### src/rtl/serial_subtractor_if.sv
// Handshake and operand bus for serial_subtractor.
// The i_mode signal exists only when SERIAL_SUBTRACTOR_ADD_MODE_EN is defined.
interface serial_subtractor_if #(
  parameter int WIDTH = 8
);
  logic             i_start;
  logic [WIDTH-1:0] i_a;
  logic [WIDTH-1:0] i_b;
`ifdef SERIAL_SUBTRACTOR_ADD_MODE_EN
  logic             i_mode;
`endif
  logic             o_busy;
  logic             o_done;
  logic [WIDTH-1:0] o_diff;
  logic             o_borrow;

  modport master (
    output i_start, i_a, i_b,
`ifdef SERIAL_SUBTRACTOR_ADD_MODE_EN
    output i_mode,
`endif
    input  o_busy, o_done, o_diff, o_borrow
  );

  modport slave (
    input  i_start, i_a, i_b,
`ifdef SERIAL_SUBTRACTOR_ADD_MODE_EN
    input  i_mode,
`endif
    output o_busy, o_done, o_diff, o_borrow
  );
endinterface

### src/rtl/serial_subtractor.sv
// Bit-serial LSB-first subtractor: diff = a - b over WIDTH cycles, final borrow out.
// Define SERIAL_SUBTRACTOR_ADD_MODE_EN to add a mode input selecting add (carry on o_borrow).
module serial_subtractor #(
  parameter int WIDTH = 8
) (
  input logic                clk,
  input logic                rst_n,
  serial_subtractor_if.slave bus
);
  localparam int CNT_W = $clog2(WIDTH) + 1;

  localparam logic [1:0] S_IDLE  = 2'd0;
  localparam logic [1:0] S_SHIFT = 2'd1;
  localparam logic [1:0] S_DONE  = 2'd2;

  // One bit cell: returns {borrow/carry out, result bit}.
  function automatic logic [1:0] bit_cell(input logic ai, input logic bi,
                                          input logic bri, input logic add);
    logic x;
    logic d;
    logic bo;
    x  = ai ^ bi;
    d  = x ^ bri;
    bo = add ? ((ai & bi) | (x & bri)) : ((~ai & bi) | (~x & bri));
    return {bo, d};
  endfunction

  logic [1:0]       r_state;
  logic [WIDTH-1:0] r_sa;
  logic [WIDTH-1:0] r_sb;
  logic [WIDTH-1:0] r_rs;
  logic             r_br;
  logic [CNT_W-1:0] r_cnt;
  logic [WIDTH-1:0] r_diff;
  logic             r_borrow;
  logic             w_add;
  logic [1:0]       w_cell;
  logic             w_d;
  logic             w_br_next;

`ifdef SERIAL_SUBTRACTOR_ADD_MODE_EN
  logic r_mode;

  always_ff @(posedge clk or negedge rst_n) begin
    if (!rst_n) begin
      r_mode <= 1'b0;
    end else if (r_state == S_IDLE && bus.i_start) begin
      r_mode <= bus.i_mode;
    end
  end

  assign w_add = r_mode;
`else
  assign w_add = 1'b0;
`endif

  assign w_cell    = bit_cell(r_sa[0], r_sb[0], r_br, w_add);
  assign w_d       = w_cell[0];
  assign w_br_next = w_cell[1];

  always_ff @(posedge clk or negedge rst_n) begin
    if (!rst_n) begin
      r_state  <= S_IDLE;
      r_sa     <= '0;
      r_sb     <= '0;
      r_rs     <= '0;
      r_br     <= 1'b0;
      r_cnt    <= '0;
      r_diff   <= '0;
      r_borrow <= 1'b0;
    end else begin
      case (r_state)
        S_IDLE: begin
          if (bus.i_start) begin
            r_sa    <= bus.i_a;
            r_sb    <= bus.i_b;
            r_br    <= 1'b0;
            r_cnt   <= '0;
            r_state <= S_SHIFT;
          end
        end
        S_SHIFT: begin
          r_sa  <= r_sa >> 1;
          r_sb  <= r_sb >> 1;
          r_rs  <= {w_d, r_rs[WIDTH-1:1]};
          r_br  <= w_br_next;
          r_cnt <= r_cnt + 1'b1;
          // Last bit: publish the completed word and borrow in the same edge.
          if (r_cnt == CNT_W'(WIDTH - 1)) begin
            r_diff   <= {w_d, r_rs[WIDTH-1:1]};
            r_borrow <= w_br_next;
            r_state  <= S_DONE;
          end
        end
        S_DONE:  r_state <= S_IDLE;
        default: r_state <= S_IDLE;
      endcase
    end
  end

  assign bus.o_busy   = (r_state == S_SHIFT);
  assign bus.o_done   = (r_state == S_DONE);
  assign bus.o_diff   = r_diff;
  assign bus.o_borrow = r_borrow;
endmodule

### src/flat_wrapper.sv
// flat-port wrapper written by rule: the top's interface ports become plain ports
module serial_subtractor_flat 
#(
  parameter int WIDTH = 8
)
  (clk, rst_n, bus_i_start, bus_i_a, bus_i_b, bus_o_busy, bus_o_done, bus_o_diff, bus_o_borrow);
  serial_subtractor_if #(.WIDTH(WIDTH)) bus_i ();
  input logic clk;
  input logic rst_n;
  input wire logic [$bits(bus_i.i_start)-1:0] bus_i_start;
  input wire logic [$bits(bus_i.i_a)-1:0] bus_i_a;
  input wire logic [$bits(bus_i.i_b)-1:0] bus_i_b;
  output wire logic [$bits(bus_i.o_busy)-1:0] bus_o_busy;
  output wire logic [$bits(bus_i.o_done)-1:0] bus_o_done;
  output wire logic [$bits(bus_i.o_diff)-1:0] bus_o_diff;
  output wire logic [$bits(bus_i.o_borrow)-1:0] bus_o_borrow;
  assign bus_i.i_start = bus_i_start;
  assign bus_i.i_a = bus_i_a;
  assign bus_i.i_b = bus_i_b;
  assign bus_o_busy = bus_i.o_busy;
  assign bus_o_done = bus_i.o_done;
  assign bus_o_diff = bus_i.o_diff;
  assign bus_o_borrow = bus_i.o_borrow;
  serial_subtractor #(.WIDTH(WIDTH)) u_core (.clk(clk), .rst_n(rst_n), .bus(bus_i));
endmodule
### config.mk
export PLATFORM = sky130hd
export DESIGN_NAME = serial_subtractor_flat
export DESIGN_NICKNAME = d
export VERILOG_FILES = /design/src/rtl/serial_subtractor_if.sv /design/src/rtl/serial_subtractor.sv /design/src/flat_wrapper.sv
export SDC_FILE = /design/constraint.sdc
export NUM_CORES = 1
export LEC_CHECK = 0
export ABC_AREA = 1
export CAP_MARGIN = 15
export CORE_ASPECT_RATIO = 1.2
export CORE_MARGIN = 2
export CORE_UTILIZATION = 40
export CTS_BUF_LIST = sky130_fd_sc_hd__clkbuf_16
export DETAILED_ROUTE_END_ITERATION = 10
export HOLD_SLACK_MARGIN = 0.05
export SLEW_MARGIN = 25
export SYNTH_ARGS = -nofsm -noshare
export SYNTH_HDL_FRONTEND = slang
export SYNTH_SLANG_ARGS = --single-unit
### constraint.sdc
create_clock -name clk -period 1.6 [get_ports clk]
set_clock_uncertainty 0.15 [all_clocks]
set_input_delay 0.16 -clock clk [delete_from_list [all_inputs] [get_ports clk]]
set_output_delay 0.16 -clock clk [all_outputs]
set_load 0.03 [all_outputs]
==> flow_metrics.py <==
metrics = {
    "route": {
        "final_antenna_net_count": 0,
        "avgViaCountPerCell": 4.918,
        "drtIter0Drc": 27,
        "drc": 0,
        "drt-total-wl_mm": 3.618,
        "drt_first_pass_iters": 4,
        "wire_per_inst_um": 12.92,
        "vias": 1377,
    },
    "worst_hold_path": {
        "hp-class": "primary input to asynchronous set/reset pin",
    },
    "sta": {
        "fmax_mhz": 654.2,
        "tightestPinTransition_ns": 0.4384,
        "setup_slack_ns": 0.07137,
        "rsz0062_at_grt": "no",
        "hold_viol": 0,
        "finalMaxSlewViolations": 0,
        "setup_tns_ns": 0,
        "period_needed_ns": 1.529,
        "fin_crit_sh_pct": 95.54,
        "finalSetupViolCount": 0,
        "max-slew-margin-rel_pct": 70.77,
    },
    "grt": {
        "grt_overflow": 0,
        "grt_pass1_vias": 1427,
        "grt_pass1_wl_mm": 6.106,
        "grt_max_degree": 37,
        "grtUsageTotal_pct": 16.73,
        "grt_antenna_before_repair": 0,
    },
    "status": {
        "status": "finished clean",
    },
    "die": {
        "core_mm2": 0.004197,
        "ioPinCount": 30,
        "start_util_pct": 40.97,
        "dieArea_mm2": 0.004840,
        "fp.dieH_um": 75.82,
        "die_w_um": 63.85,
        "rows": 26,
    },
    "placement": {
        "place_ws_ns": 0.1342,
        "place.gp.congestion": 0.7518,
        "portBuffers": 29,
        "dp.cells": 270,
        "dp_hpwl_mm": 2.356,
    },
    "cells_and_area": {
        "final_cells": 280,
        "area_delta_synth_final_pct": 29.55,
        "fill_cells": 399,
        "nets": 244,
        "layout_common_cells": "nand2_1 (67), nand3_1 (43), dfrtp_1 (39), clkdlybuf4s50_1 (17), inv_1 (9)",
        "drive_above_1_share_pct": 11.61,
        "finalCoreUtilization_pct": 53.07,
        "final_common_cell": "nand2_1",
        "diodes": 0,
    },
    "critical_path": {
        "r2r-end": "u_core.bus.o_diff[5]",
        "reg2reg_slack_ns": 0.19,
        "worstPathMaxFanout": 18,
        "ff2ff_path_depth": 6,
        "worst_ep_required_time_ns": 1.29,
        "arrival_ns": 1.22,
        "r2r_start": "u_core.r_cnt[0]",
        "startpoint": "u_core.r_state[0]",
        "start_kind": "register",
        "critPathCaptureType": "output port",
        "timing_worst_setup_path_type": "register to output port",
    },
    "clock_tree": {
        "insertion_delay_ns": 0.28,
        "cts.sinks": 39,
        "h-tree-depth": 2,
        "path_clk_slew_ns": 0.05,
        "cts_tree": "done",
        "cts_root_buf": "clkbuf_16",
        "cts.path.max_buffers": 2,
        "cts_buffers": 5,
    },
    "synth": {
        "synth.avg_cell_area_um2": 9.096,
        "seq_area_frac_synth_pct": 56.77,
        "synth_area_mm2": 0.001719,
        "ys_warn_count": 0,
        "syn-instance-count": 189,
        "synth_compound_area_share_pct": 4.367,
        "synthMuxAreaShare_pct": 0,
        "synthXorXnorAreaFrac_pct": 0,
        "yosys.area_share.simple_pct": 30.35,
        "syn-num-nets": 210,
        "synth.distinct_cells": 22,
        "synth_seq_cells": 39,
        "synth_top_family_by_area": "simple AND/OR/NAND/NOR gates",
        "synth_fa_ha_area_share_pct": 1.892,
    },
    "pwr": {
        "leakagePower_nw": 1.115,
        "clock_power_share_pct": 20.8,
        "switching_share_pct": 40.13,
        "p_switching_w": 0.001778,
        "p_seq_share_pct": 38.0,
        "irDropWorstVdd_mv": 0.7966,
        "p_int_w": 0.002653,
        "p_comb_share_pct": 41.2,
        "power_density_mw_per_mm2": 1990,
    },
    "job": {
        "maxCapViolations": 0,
    },
}
cells by family (layout without fill, tap and decap cells):
logic type	Yosys count	count (layout)
AND/OR/NAND/NOR	119	119
buffers and inverters	19	54
adder cells (fa/ha/maj)	2	2
flip-flops	39	39
AO/OA/AOI/OAI	10	10
repair_timing:
| action | 4_1_cts | 5_1_grt |
|---|---|---|
| hold buffers | 1 | 0 |
| resized for setup | 10 | 5 |
| setup endpoints to repair | 9 | 3 |
| setup buffers | 0 | 0 |
| hold endpoints to repair | 39 | 0 |
| cloned | 0 | 1 |
critical path, cell delays in order (launching register included):
cell	delay, ns
dfrtp_1	0.37
buf_4	0.16
nand2_8	0.11
clkinv_8	0.10
buf_4	0.18
routing by layer:
metal / part of all wire, % / up-vias / track usage (%) / wire length (µm)
met5: 0 / - / 0 / 0
met4: 2.2 / 0 / 8.696 / 79
met3: 4.8 / 7 / 4.579 / 174
met2: 50 / 32 / 31.37 / 1792
met1: 43 / 661 / 17.21 / 1571
li1: - / 677 / - / -
flip-flops by register name, indices dropped and copies added (netlist names):
name	cells
u_core.r_state	2
u_core.r_sa	8
u_core.bus.o_borrow	1
u_core.r_rs	7
u_core.r_cnt	4
u_core.bus.o_diff	8
u_core.r_sb	8
u_core.r_br	1
how the worst max path moves through the flow:
| stage | to | slack, ns | depth (start not counted) |
|---|---|---|---|
| after global routing | bus_o_busy | 0.03 | 4 |
| final | bus_o_busy | 0.07 | 4 |
| after global placement | bus_o_done | 0.17 | 2 |
| after detailed placement | u_core.bus.o_borrow | 0.13 | 6 |
| after floorplan | u_core.bus.o_borrow | 0.33 | 6 |
| after CTS | bus_o_diff[6] | 0.002 | 1 |
Yosys cell counts:
library cell / number / share of area, %
nor2_4: 1 / 0.65
ha_1: 1 / 0.73
buf_6: 2 / 1.3
nand3b_1: 1 / 0.44
inv_2: 1 / 0.22
nand4_1: 1 / 0.36
o21ai_0: 4 / 1.2
buf_2: 2 / 0.58
nand3_1: 43 / 13
inv_4: 1 / 0.36
fa_1: 1 / 1.2
o21bai_2: 1 / 0.65
nor2_1: 3 / 0.65
buf_4: 6 / 2.6
o22ai_2: 1 / 0.73
nand2_1: 67 / 15
a21oi_1: 1 / 0.29
nor2_2: 1 / 0.36
nand2_2: 2 / 0.73
o21ai_2: 3 / 1.5
inv_1: 7 / 1.5
dfrtp_1: 39 / 57
power by group through the flow:
stage,Sequential (W),Combinational [W],Clock [W]
6_report,0.00168,0.00183,0.000921
5_1_grt,0.00174,0.00204,0.000997
4_1_cts,0.00168,0.00177,0.000949
3_5_place_dp,0.00170,0.00181,0
3_3_place_gp,0.00168,0.00174,0
2_1_floorplan,0.00188,0.00109,0
area by class of cell:
type	instances	area (µm²)	area share, %
repair buffers	36	345.3	15.51
repair inverters	1	8.758	0.3933
flip-flops and latches	39	975.9	43.82
clock buffers	5	125.1	5.618
well taps	56	70.07	3.146
clock inverters	3	12.51	0.5618
inverters	9	46.29	2.079
multi-input cells	131	643.1	28.88
stage by stage:
step / power [W] / hold WS [ns] / area [µm²]
finish: 0.004432 / 0.2190 / 2227
global route: 0.004777 / 0.2709 / 2227
CTS: 0.004399 / 0.2294 / 2195
detailed placement: 0.003511 / -0.02033 / 2052
global placement: 0.003421 / -0.02880 / 2052
floorplan: 0.002971 / -0.2856 / 1719
No activity file was read; power rests on OpenSTA's default activity.
